`src/rtl/exp1_pkg.sv`:
```
// Shared types and constants for the exp1 sweep sequencer: FSM states,
// result_data field layout and the sweep vector count.
package exp1_pkg;

  typedef enum logic [1:0] {
    ST_IDLE,
    ST_SETTLE,
    ST_CAPTURE,
    ST_DONE
  } seq_state_e;

  localparam int unsigned OBS_W    = 5;
  localparam int unsigned ABC_W    = 3;
  localparam int unsigned SUB_W    = 2;
  localparam int unsigned TASK_W   = 1;
  localparam int unsigned OBS_OFF  = 0;
  localparam int unsigned ABC_OFF  = OBS_OFF + OBS_W;
  localparam int unsigned SUB_OFF  = ABC_OFF + ABC_W;
  localparam int unsigned TASK_OFF = SUB_OFF + SUB_W;
  localparam int unsigned RESULT_W = TASK_OFF + TASK_W;

  localparam int unsigned ABC_COUNT  = 8;
  localparam int unsigned TASK_COUNT = 2;

  typedef struct packed {
    logic             mode_task;
    logic [SUB_W-1:0] mode_subtask;
    logic [ABC_W-1:0] abc;
  } vec_t;

  function automatic int unsigned vector_count(input int unsigned subtask_max);
    return ABC_COUNT * (subtask_max + 1) * TASK_COUNT;
  endfunction

endpackage

```
`src/rtl/exp1_sequencer_if.sv`:
```
// Control, stimulus and observation signals between the exp1 sequencer and
// its datapath/controller. signature exists only with EXP1_SEQ_SIGNATURE_EN.
interface exp1_sequencer_if;
  import exp1_pkg::*;

  logic                start;
  logic                abort;
  logic                pause;
  logic                obs_l1;
  logic                obs_l2;
  logic                obs_x;
  logic                obs_y;
  logic                obs_z;
  logic                mode_task;
  logic [SUB_W-1:0]    mode_subtask;
  logic                signal_a;
  logic                signal_b;
  logic                signal_c;
  logic                result_valid;
  logic [RESULT_W-1:0] result_data;
  logic                busy;
  logic                done;
`ifdef EXP1_SEQ_SIGNATURE_EN
  logic [7:0]          signature;
`endif

  modport slave (
`ifdef EXP1_SEQ_SIGNATURE_EN
    output signature,
`endif
    input  start, abort, pause,
    input  obs_l1, obs_l2, obs_x, obs_y, obs_z,
    output mode_task, mode_subtask, signal_a, signal_b, signal_c,
    output result_valid, result_data, busy, done
  );

  modport master (
`ifdef EXP1_SEQ_SIGNATURE_EN
    input  signature,
`endif
    output start, abort, pause,
    output obs_l1, obs_l2, obs_x, obs_y, obs_z,
    input  mode_task, mode_subtask, signal_a, signal_b, signal_c,
    input  result_valid, result_data, busy, done
  );

endinterface

```
`src/rtl/exp1_dwell_timer.sv`:
```
// Settle-cycle counter: counts enabled cycles and flags the last settle cycle.
module exp1_dwell_timer #(
  parameter int unsigned DWELL_CYCLES = 4
) (
  input  logic clk,
  input  logic rst_n,
  input  logic clear,
  input  logic enable,
  output logic expired
);

  localparam logic [7:0] LAST = 8'(DWELL_CYCLES - 1);

  logic [7:0] count_q;

  // Saturates on the last settle cycle; the owner clears it on every advance.
  always_ff @(posedge clk or negedge rst_n) begin
    if (!rst_n) begin
      count_q <= '0;
    end else if (clear) begin
      count_q <= '0;
    end else if (enable && !expired) begin
      count_q <= count_q + 8'd1;
    end
  end

  assign expired = (count_q == LAST);

endmodule

```
`src/rtl/exp1_sequencer.sv`:
```
// Sweeps {task, subtask, abc} over the exp1 datapath, settling each vector
// and strobing out the observed result. Optional: EXP1_SEQ_SIGNATURE_EN.
module exp1_sequencer
  import exp1_pkg::*;
#(
  parameter int unsigned DWELL_CYCLES = 4,
  parameter int unsigned SUBTASK_MAX  = 3
) (
  input  logic clk,
  input  logic rst_n,
  exp1_sequencer_if.slave bus
);

  localparam int unsigned    NUM_VECTORS = vector_count(SUBTASK_MAX);
  localparam logic [5:0]     LAST_IDX    = 6'(NUM_VECTORS - 1);
  localparam logic [SUB_W-1:0] SUB_LAST  = SUB_W'(SUBTASK_MAX);

  seq_state_e state_q;
  vec_t       vec_q;
  vec_t       vec_d;
  logic [5:0] idx_q;

  logic             capture_go;
  logic             launch;
  logic             timer_en;
  logic             timer_clear;
  logic             expired;
  logic [OBS_W-1:0] obs;

  assign obs = {bus.obs_l1, bus.obs_l2, bus.obs_x, bus.obs_y, bus.obs_z};

  // The strobe must vanish in the very cycle abort or pause is raised, so it
  // is decoded from the registered state rather than registered itself.
  assign capture_go  = (state_q == ST_CAPTURE) && !bus.pause && !bus.abort;
  assign launch      = ((state_q == ST_IDLE) || (state_q == ST_DONE)) && bus.start && !bus.abort;
  assign timer_en    = (state_q == ST_SETTLE) && !bus.pause && !bus.abort;
  assign timer_clear = bus.abort || capture_go || launch;

  exp1_dwell_timer #(
    .DWELL_CYCLES (DWELL_CYCLES)
  ) u_dwell (
    .clk     (clk),
    .rst_n   (rst_n),
    .clear   (timer_clear),
    .enable  (timer_en),
    .expired (expired)
  );

  always_comb begin
    vec_d = vec_q;
    if (vec_q.abc == '1) begin
      vec_d.abc = '0;
      if (vec_q.mode_subtask == SUB_LAST) begin
        vec_d.mode_subtask = '0;
        vec_d.mode_task    = ~vec_q.mode_task;
      end else begin
        vec_d.mode_subtask = vec_q.mode_subtask + 2'd1;
      end
    end else begin
      vec_d.abc = vec_q.abc + 3'd1;
    end
  end

  always_ff @(posedge clk or negedge rst_n) begin
    if (!rst_n) begin
      state_q <= ST_IDLE;
      vec_q   <= '0;
      idx_q   <= '0;
    end else if (bus.abort) begin
      state_q <= ST_IDLE;
      vec_q   <= '0;
      idx_q   <= '0;
    end else begin
      case (state_q)
        ST_IDLE, ST_DONE: begin
          if (bus.start) begin
            state_q <= ST_SETTLE;
            vec_q   <= '0;
            idx_q   <= '0;
          end
        end
        ST_SETTLE: begin
          if (!bus.pause && expired) state_q <= ST_CAPTURE;
        end
        ST_CAPTURE: begin
          if (!bus.pause) begin
            if (idx_q == LAST_IDX) begin
              state_q <= ST_DONE;
            end else begin
              state_q <= ST_SETTLE;
              vec_q   <= vec_d;
              idx_q   <= idx_q + 6'd1;
            end
          end
        end
        default: state_q <= ST_IDLE;
      endcase
    end
  end

  assign bus.mode_task    = vec_q.mode_task;
  assign bus.mode_subtask = vec_q.mode_subtask;
  assign bus.signal_a     = vec_q.abc[2];
  assign bus.signal_b     = vec_q.abc[1];
  assign bus.signal_c     = vec_q.abc[0];
  assign bus.busy         = (state_q == ST_SETTLE) || (state_q == ST_CAPTURE);
  assign bus.done         = (state_q == ST_DONE);
  assign bus.result_valid = capture_go;

  always_comb begin
    bus.result_data = '0;
    bus.result_data[TASK_OFF +: TASK_W] = vec_q.mode_task;
    bus.result_data[SUB_OFF  +: SUB_W]  = vec_q.mode_subtask;
    bus.result_data[ABC_OFF  +: ABC_W]  = vec_q.abc;
    bus.result_data[OBS_OFF  +: OBS_W]  = obs;
  end

`ifdef EXP1_SEQ_SIGNATURE_EN
  logic [7:0] sig_q;

  always_ff @(posedge clk or negedge rst_n) begin
    if (!rst_n) begin
      sig_q <= '0;
    end else if (launch) begin
      sig_q <= '0;
    end else if (capture_go) begin
      sig_q <= {sig_q[6:0], sig_q[7]} ^ {3'b000, obs};
    end
  end

  assign bus.signature = sig_q;
`endif

endmodule

```
`src/flat_wrapper.sv`:
```
// flat-port wrapper written by rule: the top's interface ports become plain ports
module exp1_sequencer_flat import exp1_pkg::*;
#(
  parameter int unsigned DWELL_CYCLES = 4,
  parameter int unsigned SUBTASK_MAX  = 3
)
  (clk, rst_n, bus_start, bus_abort, bus_pause, bus_obs_l1, bus_obs_l2, bus_obs_x, bus_obs_y, bus_obs_z, bus_mode_task, bus_mode_subtask, bus_signal_a, bus_signal_b, bus_signal_c, bus_result_valid, bus_result_data, bus_busy, bus_done);
  exp1_sequencer_if bus_i ();
  input  logic clk;
  input  logic rst_n;
  input wire logic [$bits(bus_i.start)-1:0] bus_start;
  input wire logic [$bits(bus_i.abort)-1:0] bus_abort;
  input wire logic [$bits(bus_i.pause)-1:0] bus_pause;
  input wire logic [$bits(bus_i.obs_l1)-1:0] bus_obs_l1;
  input wire logic [$bits(bus_i.obs_l2)-1:0] bus_obs_l2;
  input wire logic [$bits(bus_i.obs_x)-1:0] bus_obs_x;
  input wire logic [$bits(bus_i.obs_y)-1:0] bus_obs_y;
  input wire logic [$bits(bus_i.obs_z)-1:0] bus_obs_z;
  output wire logic [$bits(bus_i.mode_task)-1:0] bus_mode_task;
  output wire logic [$bits(bus_i.mode_subtask)-1:0] bus_mode_subtask;
  output wire logic [$bits(bus_i.signal_a)-1:0] bus_signal_a;
  output wire logic [$bits(bus_i.signal_b)-1:0] bus_signal_b;
  output wire logic [$bits(bus_i.signal_c)-1:0] bus_signal_c;
  output wire logic [$bits(bus_i.result_valid)-1:0] bus_result_valid;
  output wire logic [$bits(bus_i.result_data)-1:0] bus_result_data;
  output wire logic [$bits(bus_i.busy)-1:0] bus_busy;
  output wire logic [$bits(bus_i.done)-1:0] bus_done;
  assign bus_i.start = bus_start;
  assign bus_i.abort = bus_abort;
  assign bus_i.pause = bus_pause;
  assign bus_i.obs_l1 = bus_obs_l1;
  assign bus_i.obs_l2 = bus_obs_l2;
  assign bus_i.obs_x = bus_obs_x;
  assign bus_i.obs_y = bus_obs_y;
  assign bus_i.obs_z = bus_obs_z;
  assign bus_mode_task = bus_i.mode_task;
  assign bus_mode_subtask = bus_i.mode_subtask;
  assign bus_signal_a = bus_i.signal_a;
  assign bus_signal_b = bus_i.signal_b;
  assign bus_signal_c = bus_i.signal_c;
  assign bus_result_valid = bus_i.result_valid;
  assign bus_result_data = bus_i.result_data;
  assign bus_busy = bus_i.busy;
  assign bus_done = bus_i.done;
  exp1_sequencer #(.DWELL_CYCLES(DWELL_CYCLES), .SUBTASK_MAX(SUBTASK_MAX)) u_core (.clk(clk), .rst_n(rst_n), .bus(bus_i));
endmodule
```
`config.mk`:
```
export PLATFORM = sky130hd
export DESIGN_NAME = exp1_sequencer_flat
export DESIGN_NICKNAME = d
export VERILOG_FILES = /design/src/rtl/exp1_pkg.sv /design/src/rtl/exp1_sequencer_if.sv /design/src/rtl/exp1_dwell_timer.sv /design/src/rtl/exp1_sequencer.sv /design/src/flat_wrapper.sv
export SDC_FILE = /design/constraint.sdc
export NUM_CORES = 1
export LEC_CHECK = 0
export ABC_AREA = 1
export ABC_CLOCK_PERIOD_IN_PS = 2100
export BUFFER_PORTS_ARGS = -buffer_cell sky130_fd_sc_hd__buf_2
export CORE_UTILIZATION = 34
export CTS_CLUSTER_DIAMETER = 200
export DETAILED_ROUTE_END_ITERATION = 8
export GPL_ROUTABILITY_DRIVEN = 0
export HOLD_SLACK_MARGIN = 0.02
export PLACE_DENSITY = 0.6
export SLEW_MARGIN = 20
export SYNTH_ARGS = -nofsm -noshare
export SYNTH_HDL_FRONTEND = slang
export SYNTH_SLANG_ARGS = --single-unit
```
`constraint.sdc`:
```
create_clock -name clk -period 2.1 [get_ports clk]
set_clock_uncertainty 0.2 [all_clocks]
set_input_delay 0.42 -clock clk [delete_from_list [all_inputs] [get_ports clk]]
set_output_delay 0.42 -clock clk [all_outputs]
set_load 0.02 [all_outputs]
```
# --- After elaboration in Yosys (flattened, before gate mapping) ---
# Index checks and enable logic that the tools add are counted.
totals:
  elab_cells: 68
  ff_bits: 22
op_classes:
  n_bitwise: 1
  reduce_logical: 23
  n_eq_ne: 13
  n_addsub: 4
  mux: 21
op_table:
  columns: ["cell", "n"]
  rows:
  - ["$mux 6", 7]
  - ["$pmux 6 s2", 2]
  - ["$ne 3x3->1 const B", 6]
  - ["$mux 8", 2]
  - ["$mux 2", 6]
  - ["$add 8x1->8 const B", 1]
  - ["$eq 8x2->1 const B", 1]
  - ["$logic_and 1x1->1", 8]
  - ["$add 6x1->6 const B", 1]
  - ["$eq 2x2->1 const B", 3]
  - ["$eq 6x6->1 const B", 1]
  - ["$mux 3", 2]
  - ["$pmux 2 s3", 1]
  - ["$reduce_and 6->1", 1]
  - ["$reduce_and 5->1", 1]
  - ["$logic_or 1x1->1", 4]
  - ["$reduce_and 4->1", 1]
  - ["$add 3x1->3 const B", 1]
  - ["$eq 3x3->1 const B", 1]
  - ["$logic_not 1->1", 3]
  - ["$reduce_and 3->1", 1]
  - ["$reduce_bool 3->1", 1]
  - ["$add 2x1->2 const B", 1]
  - ["$eq 2x1->1 const B", 1]
  - ["5 further kinds", 5]

# --- Longest topological paths before layout ---
depth:
  ltp_word: 7
  ltp_mapped: 9

# --- Hierarchy ---
# Synthesis repeated with hierarchy kept, for this count alone.
hier_totals:
  hier_cells: 204
  hier_area_um2: 1526.5
by_module_without_submodules:
  columns: ["mod", "cells_per_inst", "seq_area_each_um2", "area_per_inst_um2", "instances"]
  rows:
  - ["exp1_sequencer", 136, 350.3, 1046.0, 1]
  - ["exp1_dwell_timer", 68, 200.2, 480.5, 1]

# --- Worst setup path before layout ---
# Ideal clock, no wire load.
synth_timing:
  path_type: "register to register"
  from: "register u_core.state_q[0]"
  to: "register u_core.u_dwell.count_q[4]"
  period_less_slack_ns: 1.812
  arrival_time_ns: 1.547
  setup_time_ns: 0.065
  path_stages_with_launch: 9
  setup_slack_ns: 0.288
  path_buffers: 1
  cell_sequence: "dfrtp_1 inv_1 ha_1 inv_1 o21ai_0 nor2_2 buf_2 nand4_1 nand2_1"
synth_via:
  elab_chain_cells: 6
  word_cells_on_any_way: 16
synth_lines:
  columns: ["element", "line", "source"]
  rows:
  - ["start: declaration", "exp1_sequencer.sv:18", "seq_state_e state_q;"]
  - ["start signal: assignment", "exp1_sequencer.sv:66", "state_q <= ST_IDLE;"]
  - ["start signal: assignment", "exp1_sequencer.sv:70", "state_q <= ST_IDLE;"]
  - ["start signal: assignment", "exp1_sequencer.sv:77", "state_q <= ST_SETTLE;"]
  - ["$eq 2x2->1 (tied with other cells)", "exp1_sequencer.sv:34", "assign capture_go = (state_q == ST_CAPTURE) && !bus.pause && !bus.abort;"]
  - ["$logic_and 1x1->1 or $logic_or 1x1->1 (tied branches)", "exp1_sequencer.sv:34, exp1_sequencer.sv:35", null]
  - ["$logic_and 1x1->1 (on tied branches)", "exp1_sequencer.sv:34, exp1_sequencer.sv:35", null]
  - ["$logic_or 1x1->1 or $logic_and 1x1->1 (tied branches)", "exp1_sequencer.sv:37, exp1_sequencer.sv:35", null]
  - ["$logic_or 1x1->1", "exp1_sequencer.sv:37", "assign timer_clear = bus.abort || capture_go || launch;"]
  - ["$mux 8 or $reduce_bool 2->1 (tied branches)", null, null]
  - ["end signal: assignment", "exp1_dwell_timer.sv:23", "count_q <= count_q + 8'd1;"]
  - ["end: declaration", "exp1_dwell_timer.sv:14", "logic [7:0] count_q;"]
# Several ways; a longest one is shown, not always the timed one.
# A chain may end at the register's enable or synchronous reset.

# --- Worst setup path in the final report ---
layout_timing:
  from: "register u_core.state_q[0]"
  to: "output bus_result_valid"
layout_via:
  elab_chain_cells: 3
layout_lines:
  columns: ["element", "line", "source"]
  rows:
  - ["$eq 2x2->1", "exp1_sequencer.sv:34", null]
  - ["$logic_and 1x1->1 (2 in series)", "exp1_sequencer.sv:34", null]
  - ["end: declaration", "flat_wrapper.sv:24", "output wire logic [$bits(bus_i.result_valid)-1:0] bus_result_valid;"]
# No other way between the ends.

==> flow_summary.json <==
{
  "worstMarginPinSlew_ns": 0.509,
  "worstPathArrival_ns": 1.35,
  "cap_violations": 0,
  "ant_nets": 0,
  "clkLatencyLatePin_ns": 0.27,
  "grt_pass1_vias": 1092,
  "core_sq_um": 4350,
  "grt_pass1_wl_microns": 5040,
  "fillCellCount": 453,
  "status": "finished, final reports clean",
  "period_share": 0.939,
  "synth_edf_count": 0,
  "yosysUniqueCellTypes": 25,
  "ys.warnings.count": 0,
  "antenna_found_initial": 0,
  "drt-pass1-iter-count": 4,
  "dieArea_sq_um": 4810,
  "initialDrtViolationCount": 55,
  "dp_hpwl_microns": 2100,
  "overflow": 0,
  "netlist.area_leader.share": 0.357,
  "drt-vias-per-instance": 4.67,
  "placed_cells_incl_taps": 258,
  "synth.area.top_cells": "dfrtp_1 (36%), nand2_1 (13%), ha_1 (7.3%)",
  "diodes": 0,
  "finalHoldViolCount": 0,
  "drc": 0,
  "hold_class": "in -> reg",
  "yosysSeqAreaShare": 0.357,
  "initial_core_util": 0.354,
  "critPathRequiredTime_ns": 1.48,
  "max_stage_delay_ns": 0.43,
  "io_buffers": 19,
  "finalCriticalPeriod_ns": 1.97,
  "synth_top_cells_by_count": "nand2_1 (52), dfrtp_1 (22), inv_1 (21)",
  "cellLeakagePower_nw": 0.918,
  "slew_viol_final": 0,
  "cp-start-kind": "register",
  "die_h_microns": 69.3,
  "wl_per_cell_microns": 10.8,
  "cts_tree": "yes",
  "cts.clk_slew.worst_paths_ns": 0.08,
  "drive_gt1_frac": 0.223,
  "post-route-util": 0.384,
  "die_x_microns": 69.3,
  "cts_buffers": 3,
  "synth_flop_cell": "dfrtp_1",
  "syn_inst": 200,
  "io_pins": 30,
  "setup_violations": 0,
  "endpoint_kind": "output pin",
  "async_flop_share": 1.00,
  "area_growth_pct": 8.60,
  "clockBufferDepth": 2,
  "total_power_mw": 1.21,
  "path_cells": "inv_1 -> ha_4 -> nand2_4 -> nor2_1 -> buf_2",
  "worstPathMaxFanout": 6,
  "max-slew-margin-rel": 0.661,
  "grt_setup_unrepaired": "false",
  "fmax_mhz": 507,
  "synth_seq_cells": 22,
  "cts_root_buf": "clkbuf_8",
  "nNetsFinal": 231,
  "yosys.area.top_type": "dfrtp_1",
  "synth_nets": 219,
  "power_density_nw_per_um2": 723,
  "synth.avg_cell_area_sq_um": 7.71,
  "instances_no_fill": 263,
  "grt_max_degree": 23,
  "rows": 24,
  "grtUsageTotal": 0.126,
  "cts_sinks": 22,
  "h-tree-depth": 1,
  "synth_most_common_cell": "nand2_1",
  "fin_tns_setup_ns": 0,
  "wirelength_microns": 2840,
  "cp_slowest_cell": "dfrtp_1",
  "vias": 1227,
  "crit_type": "reg -> out",
  "netlist_area_sq_um": 1540,
  "peakVddDrop_mv": 0.354
}
-- final cells by class --
| cell class | instances | area (sq um) | area share |
|---|---|---|---|
| Clock buffer | 4 | 55.1 | 0.0329 |
| Inverter | 25 | 93.8 | 0.0561 |
| Multi-Input combinational cell | 139 | 797 | 0.476 |
| Sequential cell | 22 | 551 | 0.329 |
| Tap cell | 52 | 65.1 | 0.0389 |
| Timing Repair Buffer | 21 | 113 | 0.0673 |
-- flip-flops by register name (all words and copies together), names as in the netlist --
name,flops
u_core.u_dwell.count_q,8
u_core.idx_q,6
u_core.bus.result_data,3
u_core.bus.mode_subtask,2
u_core.state_q,2
u_core.bus.mode_task,1
-- through the flow --
step / cell area (sq um) / hold slack (ns) / setup WS, ns
after CTS: 1660 / 0.250 / 0.00286
after floorplan: 1540 / -0.0756 / 0.288
after global placement: 1600 / 0.225 / 0.271
final: 1670 / 0.246 / 0.128
after global routing: 1670 / 0.267 / 0.0289
after detailed placement: 1600 / 0.227 / 0.251
-- power breakdown --
group | switching, mW | total, mW | internal (mW)
Combinational | 0.284 | 0.415 | 0.131
Sequential | 0.0341 | 0.484 | 0.450
Clock | 0.143 | 0.310 | 0.167
-- worst paths after layout --
path                                            from                    endpoint  slack (ns)  cells after the start
setup / recovery                   u_core.state_q[0]            bus_result_valid        0.13                      5
hold / removal                             bus_abort           u_core.state_q[0]        0.25                      4
setup reg to reg                   u_core.state_q[0]   u_core.u_dwell.count_q[2]        0.32                      8
hold reg to reg            u_core.bus.result_data[7]   u_core.bus.result_data[7]        0.32                      2
max in group asynchronous                      rst_n  u_core.bus.mode_subtask[1]        0.90                      2
min in group asynchronous                      rst_n   u_core.bus.result_data[6]        0.46                      2
-- cell families after synthesis --
logic type,share of synthesized area
fa+ha+maj,0.0731
flops,0.357
simple gates,0.361
buf+inv,0.134
compound gates,0.0747
-- worst max-delay path, delay by kind of cell (launching register included) --
kind,cells,cell delay [ns]
simple gates,2,0.19
flops,1,0.43
fa+ha+maj,1,0.19
buf+inv,2,0.28
-- what timing repair did --
item / CTS / global route
hold endpoints to repair: 22 / 0
endpoints found under the setup margin: 0 / 1
resized for setup: 0 / 2
buffers inserted: 0 / 0
hold buffers: 1 / 0
-- layout by cell type, fill, tap and decap left out --
master / netlist / layout
nand2_4: 2 / 2
inv_1: 21 / 21
nor3_1: 1 / 1
nor2_2: 3 / 3
clkbuf_8: 0 / 4
nand3_2: 1 / 1
nor2_4: 3 / 3
a21oi_4: 1 / 1
nand3_1: 19 / 19
o21ai_2: 5 / 5
or2_2: 2 / 2
o21ai_0: 7 / 7
o21bai_1: 2 / 2
clkinv_1: 1 / 1
nand4_1: 16 / 16
ha_1: 9 / 8
nand2_2: 2 / 2
ha_4: 0 / 1
inv_2: 3 / 3
buf_4: 11 / 1
dlygate4sd3_1: 0 / 1
nand2_1: 52 / 52
a21oi_1: 1 / 1
dfrtp_1: 22 / 22
buf_2: 2 / 19
or2_1: 1 / 1
nor2_1: 12 / 12
-- per-layer routing --
| metal | GRT usage | share of wire | up-vias |
|---|---|---|---|
| met4 | 0.0499 | 0.0077 | 0 |
| met3 | 0.0189 | 0.030 | 4 |
| met2 | 0.169 | 0.40 | 22 |
| li1 | - | - | 662 |
| met1 | 0.199 | 0.56 | 539 |
| met5 | 0 | 0 | - |
No activity file was read; power rests on OpenSTA's default activity.
